## src/rtl/sun_pll_divn_lock.sv

```systemverilog
// Programmable divide-by-N PLL feedback divider with a reference-period frequency-lock detector.
// Single VCO clock domain; CK_REF is treated as asynchronous data through a 2-flop synchronizer.
module sun_pll_divn_lock #(
    parameter int W        = 8,
    parameter int DIV_RST  = 32,
    parameter int CW       = 10,
    parameter int TOL      = 1,
    parameter int LOCK_CNT = 4
) (
    input  logic         CK,
    input  logic         RN,
    input  logic         PWRUP_1V8,
    input  logic [W-1:0] DIV,
    input  logic         DIV_LD,
    output logic         DIV_ACK,
    input  logic         DUTY50,
    input  logic         CK_REF,
    output logic         CK_FB,
    output logic         LOCK
);
    localparam int                HW       = $clog2(LOCK_CNT + 1);
    localparam logic [HW-1:0]     HITS_MAX = HW'(LOCK_CNT);
    localparam logic [CW-1:0]     PC_MAX   = '1;
    localparam logic signed [CW:0] TOL_S   = (CW+1)'(TOL);

    logic [W-1:0]  cnt_q, cnt_d, nact_q, nact_d, shadow_q, shadow_d;
    logic [W-1:0]  half, div_c;
    logic          pend_q, pend_d, fb_q, fb_d, ack_q, ack_d;
    logic          lock_q, lock_d, pcv_q, pcv_d;
    logic [CW-1:0] pc_q, pc_d;
    logic [HW-1:0] hits_q, hits_d;
    logic          ref_s1_q, ref_s2_q, ref_s3_q;
    logic          wrap, apply, ref_edge, sat, in_tol;
    logic signed [CW:0] diff;

    assign wrap     = (cnt_q == nact_q - 1'b1);
    assign apply    = wrap & pend_q;
    assign half     = (nact_q >> 1) + W'(nact_q[0]);
    assign div_c    = (DIV < W'(2)) ? W'(2) : DIV;
    assign ref_edge = ref_s2_q & ~ref_s3_q;
    assign sat      = (pc_q == PC_MAX);
    assign diff     = $signed({1'b0, pc_q}) - $signed({1'b0, CW'(nact_q)});
    assign in_tol   = (diff <= TOL_S) && (diff >= -TOL_S);

    always_comb begin
        cnt_d    = wrap ? '0 : cnt_q + 1'b1;
        nact_d   = nact_q;
        shadow_d = shadow_q;
        pend_d   = pend_q;
        fb_d     = DUTY50 ? (cnt_q < half) : (cnt_q == '0);
        ack_d    = apply;
        pc_d     = ref_edge ? CW'(1) : (sat ? pc_q : pc_q + 1'b1);
        pcv_d    = pcv_q;
        hits_d   = hits_q;
        lock_d   = lock_q;

        // New ratio lands only on a wrap so the old period always completes.
        if (apply) begin
            nact_d = shadow_q;
            pend_d = 1'b0;
        end
        if (DIV_LD) begin
            shadow_d = div_c;
            pend_d   = 1'b1;
        end

        if (apply) begin
            hits_d = '0;
            lock_d = 1'b0;
            pcv_d  = 1'b0;
        end else if (ref_edge) begin
            if (!pcv_q) begin
                pcv_d = 1'b1;
            end else if (in_tol) begin
                hits_d = (hits_q == HITS_MAX) ? hits_q : hits_q + 1'b1;
                lock_d = (hits_d == HITS_MAX);
            end else begin
                hits_d = '0;
                lock_d = 1'b0;
            end
        end else if (sat) begin
            hits_d = '0;
            lock_d = 1'b0;
            pcv_d  = 1'b0;
        end

        if (!PWRUP_1V8) begin
            cnt_d    = '0;
            nact_d   = nact_q;
            shadow_d = shadow_q;
            pend_d   = 1'b0;
            fb_d     = 1'b0;
            ack_d    = 1'b0;
            pc_d     = '0;
            pcv_d    = 1'b0;
            hits_d   = '0;
            lock_d   = 1'b0;
        end
    end

    always_ff @(posedge CK or negedge RN) begin
        if (!RN) begin
            cnt_q    <= '0;
            nact_q   <= W'(DIV_RST);
            shadow_q <= W'(DIV_RST);
            pend_q   <= 1'b0;
            fb_q     <= 1'b0;
            ack_q    <= 1'b0;
            lock_q   <= 1'b0;
            pc_q     <= '0;
            pcv_q    <= 1'b0;
            hits_q   <= '0;
        end else begin
            cnt_q    <= cnt_d;
            nact_q   <= nact_d;
            shadow_q <= shadow_d;
            pend_q   <= pend_d;
            fb_q     <= fb_d;
            ack_q    <= ack_d;
            lock_q   <= lock_d;
            pc_q     <= pc_d;
            pcv_q    <= pcv_d;
            hits_q   <= hits_d;
        end
    end

    always_ff @(posedge CK or negedge RN) begin
        if (!RN) begin
            ref_s1_q <= 1'b0;
            ref_s2_q <= 1'b0;
            ref_s3_q <= 1'b0;
        end else begin
            ref_s1_q <= CK_REF;
            ref_s2_q <= ref_s1_q;
            ref_s3_q <= ref_s2_q;
        end
    end

    assign CK_FB   = fb_q;
    assign DIV_ACK = ack_q;
    assign LOCK    = lock_q;
endmodule

```

## config.mk

```make
export PLATFORM = sky130hd
export DESIGN_NAME = sun_pll_divn_lock
export DESIGN_NICKNAME = d
export VERILOG_FILES = /design/src/rtl/sun_pll_divn_lock.sv
export SDC_FILE = /design/constraint.sdc
export NUM_CORES = 1
export LEC_CHECK = 0
export BUFFER_PORTS_ARGS = -buffer_cell sky130_fd_sc_hd__buf_2
export CAP_MARGIN = 30
export CELL_PAD_IN_SITES_DETAIL_PLACEMENT = 1
export CELL_PAD_IN_SITES_GLOBAL_PLACEMENT = 1
export CORE_ASPECT_RATIO = 2
export CORE_MARGIN = 4
export CORE_UTILIZATION = 47
export CTS_CLUSTER_SIZE = 14
export DETAILED_ROUTE_END_ITERATION = 8
export PLACE_DENSITY_LB_ADDON = 0.1
export SYNTH_ARGS = -nofsm -noshare
export SYNTH_HDL_FRONTEND = slang
export SYNTH_SLANG_ARGS = --single-unit
export TNS_END_PERCENT = 20
```

## constraint.sdc

```tcl
create_clock -name CK -period 3.6 [get_ports CK]
set_input_delay 0 -clock CK [delete_from_list [all_inputs] [get_ports CK]]
set_output_delay 0 -clock CK [all_outputs]
set_load 0.05 [all_outputs]
```

==> results.md, run 1 <==
* Status: complete, no violations
* Synthesized flop and latch total at 45
* Syn Inst Count at 321
* Arrival time worst endpoint at 3.21 ns
* Synth top cells by count: dfrtp_1, nor2_1, nand2_1, ha_1, inv_1
* Initial antenna violation count at 0
* First-pass GRT wire length at 14.0 mm
* Htree depth at 2
* Unique cell type count in the Yosys netlist at 54
* Post-synth EDFFs at 0
* Die X at 64.0 um
* Critical path destination: LOCK
* CP Capture Type: flop
* Area occupied by multi-input gates at 1690 sq um
* Area leader, netlist: dfrtp_1
* Total gr overflow at 0
* Post-Place Worst Slack at 0.633 ns
* VDD IR max at 0.284 mV
* Hold buffer count at CTS at 12
* Worst setup slack after layout at 0.565 ns
* Clock skew at 0.00389 ns
* Post-synth top flop: dfrtp_1
* Ant. Diodes at 0
* Top cells by area, synth: dfrtp_1, ha_1, xnor2_1
* Share of post-route cells with drive strength above 1 at 12.8%
* Detailed-route via count at 2485
* Post-DP HPWL at 6.33 mm
* Critical Path Fanout Max at 8
* Avg WL per Cell at 19.1 um
* Reg2reg setup slack at 0.56 ns
* Clock Power Share at 35.9%
* Layout Nets at 389
* # Post-CTS Setup Buffers at 0
* FF+latch area at 1130 sq um
* DR iter-0 viols at 58
* Seq/Total Area, Yosys at 38.3%
* Num CTS Buffers at 5
* Seq pwr share at 41.1%
* Avg Inst Size Synth at 9.18 sq um
* CTS resizes at 0
* DR DRC count at 0
* Internal Pwr Total at 0.00102 W
* Syn-to-layout area delta at 15.8%
* Hold Path Class: input port to flop
* Post-synth net total at 359
* Critical Setup Path Class: flop to flop
* Bufs on Longest Clock Path at 2
* Max Freq at 329 MHz
* Final min period at 3.04 ns
* # clock sinks at 45
* Die ar. at 7670 sq um
* # IOs at 17
* Post-route design area at 3410 sq um
* Worst-skew pair later-pin latency at 0.29 ns
* # setup viols final at 0
* Lkg Pwr at 1.52 nW
* Final Hold Viols at 0
* Setup TNS at 0 ns
* Buffers on Ports at 16
* Root buffer cell: clkbuf_16
* Gpl congestion at 0.878
* Post-DRT Antenna Nets at 0
* Vias per cell at 5.70
* Clock slew at reported path FFs at 0.06 ns
* Final Max Slew Viols at 0
* FILL cells at 701
* Fin crit share at 84.3%
* Starting density of the core at 48.6%
* RSZ-0062 raised after global routing: false
* Core ar. at 6060 sq um
* Total wire length at 8.33 mm
* Switching fraction of total power at 29.8%
* Switch Pwr at 0.000433 W
* Total Power at 0.00145 W
* Max cap viols at 0
* Largest net degree at the start of global routing at 28
* CP Data Required Time at 3.77 ns
* Worst setup path startpoint: nact_q[1]
* Slew headroom at 61.9%
* Placed instance area at 3120 sq um
* Warnings from Yosys at 0
* Comb pwr share at 23.0%
* Synth top area share at 36.5%
* Count leader, synth: dfrtp_1
* Die Y-Extent at 120 um
* Total Routing Usage GR at 24.1%
* Reg2reg end: LOCK
* PwrDens at 426 nW/um^2
* Vias in the first global route at 2786
* Drt pass-1 iters at 4
* TritonCTS clock tree: yes
* Post-layout util at 56.3%
* Mapped cell area at 2950 sq um
* FFs w/ async S/R, synth at 100%
* Crit Reg-Reg Startpoint: nact_q[1]
* Rows at 40
* FF-to-FF path depth at 10
* Crit path launch type: flop
* Pin slew with the least headroom to its limit at 0.570 ns
[critical path, cell delays in order, from the launching register on]
cell and delay [ns]:
dfrtp_1 0.44, inv_1 0.13, ha_1 0.33, nand3b_1 0.13, o211ai_1 0.12, o21ai_0 0.12, a2111oi_1 0.55, o21ai_1 0.30
o21ai_2 0.38, nor2_1 0.16, a22o_1 0.26
[how the worst min path moves through the flow]
| stage | start | end | slack, ns | cells past startpoint |
|---|---|---|---|---|
| 5_1_grt | PWRUP_1V8 | CK_FB | 0.10 | 3 |
| 2_1_floorplan | RN | CK_FB | -0.30 | 0 |
| 6_report | PWRUP_1V8 | CK_FB | 0.08 | 3 |
| 4_1_cts | PWRUP_1V8 | CK_FB | 0.06 | 3 |
| 3_5_place_dp | RN | nact_q[2] | -0.02 | 1 |
| 3_3_place_gp | CK_REF | ref_s1_q | 0.11 | 1 |
[logic make-up (layout without fill, tap and decap cells)]
group	Yosys count	count (layout)	share of synthesized area (%)
and+or+nand+nor	123	123	21.4
AOI/OAI and AO/OA	60	60	13.2
DFF	45	45	38.3
xor gates and xnor gates	31	31	9.47
buffers and inverters	30	61	4.21
adders and majority gates	24	24	10.5
muxes	8	8	2.97
[sequential cells by signal, summed over array words and instances, names as in the netlist]
signal	cells
pc_q	10
cnt_q	8
nact_q	8
shadow_q	8
hits_q	3
CK_FB	1
DIV_ACK	1
LOCK	1
pcv_q	1
pend_q	1
ref_s1_q	1
ref_s2_q	1
ref_s3_q	1
[cell type report]
type,count,share of cell area (%)
timing repair buffer,31,6.89
sequential,45,33.1
multi-input combinational,246,49.6
clock inverter,2,1.14
inverter,22,2.42
tap,84,3.08
clock buffer,6,3.78
[power groups by stage]
stage	sequential, W	combinational, W	clock (W)
2_1_floorplan	0.000587	0.000236	0
3_3_place_gp	0.000603	0.000306	0
3_5_place_dp	0.000605	0.000319	0
4_1_cts	0.000597	0.000337	0.000537
5_1_grt	0.000603	0.000375	0.000556
6_report	0.000597	0.000334	0.000522
[through the flow]
stage	hold slack, ns	std cells
after global placement	0.109	415
final	0.0811	436
after global routing	0.101	436
after detailed placement	-0.0233	416
after floorplan	-0.296	321
after CTS	0.0613	436
[metal layers]
metal / routed length [um] / part of all wire [%] / GRT usage [%]
met3: 159 / 1.9 / 4.03
met2: 4930 / 59 / 46.5
met4: 457 / 5.5 / 13.4
met5: 0 / 0 / 0
met1: 2780 / 33 / 22.8
[placed cells by master, fill, tap and decap left out, types with 3 or more instances in the layout]
master	count
nand2_1	27
o211ai_1	3
and3_1	6
mux2_2	6
a21oi_1	10
nor3_1	8
xnor2_1	15
nor2b_1	5
a31oi_1	5
o21ai_0	20
nor2_1	31
xor2_1	15
nand3b_1	3
a21o_1	4
clkbuf_16	5
buf_2	16
inv_1	22
nand3_1	17
nand4_1	7
ha_1	23
nor4_1	5
dfrtp_1	43
dlygate4sd3_1	12
Note: power is estimated with default switching activity, not from simulation.
==> run 2, diff against run 1 <==
==> constraint.sdc (replaced) <==
create_clock -name CK -period 3 [get_ports CK]
set_input_delay 0 -clock CK [delete_from_list [all_inputs] [get_ports CK]]
set_output_delay 0 -clock CK [all_outputs]
set_load 0.05 [all_outputs]
==> run 2 against run 1 <==
Net effect:
- via count is 1.4% higher
- final area is 1.5% higher
- die area stayed put
- critical path type unchanged
- critical endpoint is now hits_q[0]
- largest cell class unchanged
- largest power group unchanged
==> results.md, run 2 (synthesis gave the netlist of run 1 again) <==
* Initial antenna violation count at 0 (unchanged)
* Htree depth at 2 (unchanged)
* Die X at 64.0 um (unchanged)
* Lkg Pwr at 1.55 nW (was 1.52 nW)
* Most frequent cells in the layout: dfrtp_1, nor2_1, nand2_1 (unchanged)
* Final Max Slew Viols at 0 (unchanged)
* Vias in the first global route at 2833 (was 2786)
* Worst setup path startpoint: nact_q[0] (was nact_q[1])
* Placed instance area at 3180 sq um (was 3120 sq um)
* CP Buf/Inv Count at 1 (unchanged)
* Post-Place Worst Slack at 0.119 ns (was 0.633 ns)
* Biggest register: pc_q (unchanged)
* Vias per cell at 5.69 (was 5.70)
* Status: complete, no violations (unchanged)
* Pin slew with the least headroom to its limit at 0.566 ns (was 0.570 ns)
* Rows at 40 (unchanged)
* Clock skew at 0.00976 ns (was 0.00389 ns)
* Worst setup slack after layout at 0.0464 ns (was 0.565 ns)
* Most common cell after layout, fill and taps aside: dfrtp_1 (unchanged)
* CP Capture Type: flop (unchanged)
* Final Hold Viols at 0 (unchanged)
* Starting density of the core at 48.6% (unchanged)
* Max FFs per register at 10 (unchanged)
* CP Data Required Time at 3.23 ns (was 3.77 ns)
* Drt pass-1 iters at 4 (unchanged)
* Crit Reg-Reg Startpoint: nact_q[0] (was nact_q[1])
* Worst path top cell family by delay: simple AND/OR/NAND/NOR gates (was compound AO/OA/AOI/OAI gates)
* Slowest-stage cell, CP: dfrtp_2 (was a2111oi_1)
* Bufs on Longest Clock Path at 2 (unchanged)
* Total wire length at 8.20 mm (was 8.33 mm)
* # setup viols final at 0 (unchanged)
* Layout Nets at 396 (was 389)
* Post-DRT Antenna Nets at 0 (unchanged)
* Num CTS Buffers at 5 (unchanged)
* Max stage delay on crit path at 0.45 ns (was 0.55 ns)
* Max Freq at 339 MHz (was 329 MHz)
* Worst-skew pair later-pin latency at 0.29 ns (about the same)
* Share of post-route cells with drive strength above 1 at 15.6% (was 12.8%)
* VDD IR max at 0.417 mV (was 0.284 mV)
* Fin crit share at 98.5% (was 84.3%)
* Arrival time worst endpoint at 3.18 ns (was 3.21 ns)
* Largest net degree at the start of global routing at 25 (was 28)
* Total Routing Usage GR at 23.6% (was 24.1%)
* Ant. Diodes at 0 (unchanged)
* DR iter-0 viols at 65 (was 58)
* PwrDens at 487 nW/um^2 (was 426 nW/um^2)
* Crit-path cells: ha_1 > fa_1 > nor2b_1 > o22ai_1 > xnor2_1 > or3_1 > nor4_1 > a31oi_1 > buf_4 > a2111oi_0 > a21o_1 (was inv_1 > ha_1 > nand3b_1 > o211ai_1 > o21ai_0 > a2111oi_1 > o21ai_1 > o21ai_2 > nor2_1 > a22o_1)
* Root buffer cell: clkbuf_16 (unchanged)
* Core ar. at 6060 sq um (unchanged)
* Critical Setup Path Class: flop to flop (unchanged)
* Syn-to-layout area delta at 17.6% (was 15.8%)
* Post-route design area at 3460 sq um (was 3410 sq um)
* Avg WL per Cell at 18.5 um (was 19.1 um)
* Slew headroom at 62.3% (was 61.9%)
* Max cap viols at 0 (unchanged)
* Die ar. at 7670 sq um (unchanged)
* Detailed-route via count at 2520 (was 2485)
* Critical hold path startpoint: DIV_LD (was PWRUP_1V8)
* # IOs at 17 (unchanged)
* Final min period at 2.95 ns (was 3.04 ns)
* TritonCTS clock tree: yes (unchanged)
* Total gr overflow at 0 (unchanged)
* Die Y-Extent at 120 um (unchanged)
* # clock sinks at 45 (unchanged)
* Buffers on Ports at 16 (unchanged)
* Crit path launch type: flop (unchanged)
* First-pass GRT wire length at 14.0 mm (about the same)
* DR DRC count at 0 (unchanged)
* Gpl congestion at 0.870 (was 0.878)
* Critical Path Fanout Max at 6 (was 8)
* Hold Path Class: input port to flop (unchanged)
* Post-DP HPWL at 6.26 mm (was 6.33 mm)
* Clock slew at reported path FFs at 0.07 ns (was 0.06 ns)
==> run 2: cell count changes in the layout (fill, tap and decap cells not counted), sizes merged <==
cell         change
dlygate4sd3      -1
buf              +8
clkinvlp         +1
clkbuf           -1
bufinv           -1
inv              +1
==> run 2: metrics by stage <==
step	setup TNS (ns)	total power (W)	std cells	util [%]	hold slack [ns]
floorplan	0	0.000988	321	-	-0.296
global placement	0	0.00110	422	52.1	0.108
detailed placement	0	0.00113	423	52.6	0.0195
CTS	0	0.00169	442	56.8	0.00495
global route	-0.0862	0.00178	443	57.2	0.0334
finish	0	0.00169	443	57.2	0.00747
==> run 2: repair_timing <==
| item | CTS | global route |
|---|---|---|
| gates resized for setup | 0 | 3 |
| hold buffers | 11 | 0 |
| hold endpoints to repair | 29 | 0 |
| buffers inserted | 0 | 1 |
| endpoints found under the setup margin | 0 | 2 |
==> run 2: area by class of cell <==
cell class / instances / area, sq um
Fill cell: 696 / 2590
Clock buffer: 5 / 125
Sequential cell: 45 / 1130
Tap cell: 84 / 105
Multi-Input combinational cell: 246 / 1710
Timing Repair Buffer: 38 / 293
Clock inverter: 3 / 21.3
Inverter: 22 / 82.6
==> run 2: where the power goes <==
group | switching, W | leakage (nW) | total [W] | internal (W)
Sequential | 0.0000494 | 0.573 | 0.000705 | 0.000655
Clock | 0.000248 | 0.0702 | 0.000558 | 0.000310
Combinational | 0.000238 | 0.907 | 0.000425 | 0.000187
Total | 0.000536 | 1.55 | 0.00169 | 0.00115
==> run 2: path summary, 6_finish.rpt <==
kind	end	slack [ns]	cells after the start
worst max-delay path	hits_q[0]	0.05	11
worst min-delay path	shadow_q[1]	0.007	3
worst max register to register	hits_q[0]	0.05	11
worst min register to register	ref_s2_q	0.36	0
max in group asynchronous	hits_q[2]	2.24	3
min in group asynchronous	nact_q[2]	0.24	2
==> run 2: routing by layer <==
layer	vias up	routed length, um	global-route usage, %
met4	0	258	9.34
met3	18	138	3.28
met2	37	5070	48.5
met1	1270	2740	21.8
met5	-	0	0
li1	1195	-	-
==> run 2: tightest hold or removal path, cell delays in order <==
cell,delay [ns]
buf_2,0.09
a21oi_1,0.06
nor2_1,0.10
==> run 3, diff against run 2 <==
--- a/config.mk
+++ b/config.mk
@@ -10,11 +10,11 @@
 export CELL_PAD_IN_SITES_DETAIL_PLACEMENT = 1
 export CELL_PAD_IN_SITES_GLOBAL_PLACEMENT = 1
 export CORE_ASPECT_RATIO = 2
-export CORE_MARGIN = 4
 export CORE_UTILIZATION = 47
 export CTS_CLUSTER_SIZE = 14
 export DETAILED_ROUTE_END_ITERATION = 8
 export PLACE_DENSITY_LB_ADDON = 0.1
+export SETUP_SLACK_MARGIN = 0.2
 export SYNTH_ARGS = -nofsm -noshare
 export SYNTH_HDL_FRONTEND = slang
 export SYNTH_SLANG_ARGS = --single-unit
==> run 3 against run 2 <==
Net effect:
- via count grew 2.2%
- sequential cell count is the same
- final area grew 2.6%
- maximum frequency grew 8.3%
- non-clock buffer count grew 2
- highest routed layer unchanged
- setup slack gained 0.23 ns
- clock skew shrank 0.0021 ns
- core utilization grew 2.0 points
- sequential power is essentially flat
- global-route usage grew 5.3 points
==> results.md, run 3 (synthesis gave the netlist of run 1 again) <==
* Max FFs per register at 10 (unchanged)
* Slowest-stage cell, CP: dfrtp_2 (unchanged)
* Detailed-route via count at 2575 (was 2520)
* Avg WL per Cell at 21.1 um (was 18.5 um)
* Area occupied by multi-input gates at 1790 sq um (was 1710 sq um)
* Critical Path Fanout Max at 6 (unchanged)
* # setup viols final at 0 (unchanged)
* Drt pass-1 iters at 4 (unchanged)
* Final hold slack at 0.0646 ns (was 0.00747 ns)
* Core ar. at 6010 sq um (was 6060 sq um)
* Ant. Diodes at 0 (unchanged)
* RSZ-0062 raised after global routing: true
* Final Max Slew Viols at 0 (unchanged)
* FF+latch area at 1130 sq um (about the same)
* Die ar. at 6610 sq um (was 7670 sq um)
* Post-DRT Antenna Nets at 0 (unchanged)
* Total gr overflow at 0 (unchanged)
* Fin crit share at 90.9% (was 98.5%)
* First-pass GRT wire length at 14.0 mm (about the same)
* Buffers on Ports at 16 (unchanged)
* Max cap viols at 0 (unchanged)
* Syn-to-layout area delta at 20.6% (was 17.6%)
* Biggest register: pc_q (unchanged)
* Htree depth at 2 (unchanged)
* Die Y-Extent at 114 um (was 120 um)
* Starting density of the core at 49.0% (was 48.6%)
* Post-DP HPWL at 6.42 mm (was 6.26 mm)
* Largest net degree at the start of global routing at 28 (was 25)
* Crit-path cells: ha_2 > fa_2 > nor2b_4 > o2111ai_4 > a31oi_2 > xnor2_1 > nor4_2 > a31oi_1 > buf_4 > a2111oi_2 > a21o_1 (was ha_1 > fa_1 > nor2b_1 > o22ai_1 > xnor2_1 > or3_1 > nor4_1 > a31oi_1 > buf_4 > a2111oi_0 > a21o_1)
* CP Data Required Time at 3.22 ns (was 3.23 ns)
* Initial antenna violation count at 0 (unchanged)
* Final min period at 2.73 ns (was 2.95 ns)
* Worst-skew pair later-pin latency at 0.29 ns (about the same)
* Layout Nets at 398 (was 396)
* DR DRC count at 0 (unchanged)
* Max stage delay on crit path at 0.45 ns (about the same)
* Pin slew with the least headroom to its limit at 0.497 ns (was 0.566 ns)
* Crit path launch type: flop (unchanged)
* Slew headroom at 66.8% (was 62.3%)
* FILL cells at 712 (was 696)
* Max Freq at 367 MHz (was 339 MHz)
* Clock slew at reported path FFs at 0.07 ns (about the same)
* TritonCTS clock tree: yes (unchanged)
* Total wire length at 8.93 mm (was 8.20 mm)
* Vias per cell at 6.07 (was 5.69)
* # IOs at 17 (unchanged)
* Rows at 40 (unchanged)
* Gpl congestion at 0.865 (was 0.870)
* VDD IR max at 0.346 mV (was 0.417 mV)
* Most common cell after layout, fill and taps aside: dfrtp_1 (unchanged)
* Hold Path Class: input port to flop (unchanged)
* Bufs on Longest Clock Path at 2 (unchanged)
* Die X at 58.0 um (was 64.0 um)
* Total Routing Usage GR at 28.9% (was 23.6%)
* CP Capture Type: flop (unchanged)
* Share of post-route cells with drive strength above 1 at 20.2% (was 15.6%)
* Final Hold Viols at 0 (unchanged)
* DR iter-0 viols at 66 (was 65)
* Num CTS Buffers at 5 (unchanged)
* PwrDens at 513 nW/um^2 (was 487 nW/um^2)
* Arrival time worst endpoint at 2.95 ns (was 3.18 ns)
* Setup TNS at 0 ns (unchanged)
* Most frequent cells in the layout: dfrtp_1, nor2_1, nand2_1 (unchanged)
* # clock sinks at 45 (unchanged)
* Lkg Pwr at 1.57 nW (was 1.55 nW)
* Total Power at 0.00182 W (was 0.00169 W)
* Root buffer cell: clkbuf_16 (unchanged)
* Clock skew at 0.00767 ns (was 0.00976 ns)
* Vias in the first global route at 2879 (was 2833)
* Critical Setup Path Class: flop to flop (unchanged)
* Status: complete, no violations (unchanged)
[run 3: changes by cell type in the layout (fill, tap and decap cells not counted), moves of 2 or more]
| cell | change |
|---|---|
| a2111oi_2 | +2 |
| dfrtp_1 | -2 |
| dfrtp_2 | +2 |
| ha_1 | -3 |
| ha_2 | +3 |
| nor2b_1 | -2 |
| nor4_1 | -2 |
| nor4_2 | +2 |
| o2111ai_1 | -2 |
[run 3: path summary, 6_finish.rpt]
check,from,to,slack [ns],depth (start not counted)
max,nact_q[0],hits_q[0],0.27,11
min,PWRUP_1V8,CK_FB,0.06,3
min reg2reg,ref_s1_q,ref_s2_q,0.36,0
min in group asynchronous,RN,nact_q[2],0.20,2
max reg2reg,nact_q[0],hits_q[0],0.27,11
max in group asynchronous,RN,nact_q[6],2.27,3
[run 3: layout make-up]
type,count,area share (%)
clock buffer,6,3.63
clock inverter,2,1.09
inverter,22,2.32
multi-input combinational,246,50.4
sequential,45,31.9
tap,63,2.22
timing repair buffer,40,8.52
[run 3: report_power, final]
group	switching, W	internal (W)
Combinational	0.000271	0.000205
Clock	0.000244	0.000395
Sequential	0.0000507	0.000656
[run 3: metrics by stage]
step	util [%]	setup slack (ns)	area, sq um	std cells
5_1_grt	59.2	0.138	3550	424
3_5_place_dp	52.5	0.0654	3150	402
4_1_cts	57.8	0.148	3470	423
6_report	59.2	0.273	3550	424
2_1_floorplan	-	0.449	2950	321
3_3_place_gp	52.1	0.249	3130	401
[run 3: worst max-delay path, delay by kind of cell, from the launching register on]
kind | cells | cell delay, ns
AOI/OAI and AO/OA | 5 | 0.89
adders and majority gates | 2 | 0.63
DFF | 1 | 0.45
and+or+nand+nor | 2 | 0.41
buffers and inverters | 1 | 0.17
xor gates and xnor gates | 1 | 0.10
[run 3: timing repair]
action | CTS | global route
endpoints found under the hold margin | 26 | 0
endpoints found under the setup margin | 5 | 6
resized for setup | 6 | 18
buffers inserted | 1 | 1
hold buffers | 12 | 0
pin swaps | 0 | 4
[run 3: routing by layer]
metal / up-vias / share of wire [%] / GRT usage (%)
met5: - / 0 / 0
met2: 40 / 61 / 58.4
met3: 29 / 1.6 / 4.20
met1: 1301 / 33 / 25.0
met4: 0 / 4.7 / 16.0
li1: 1205 / - / -
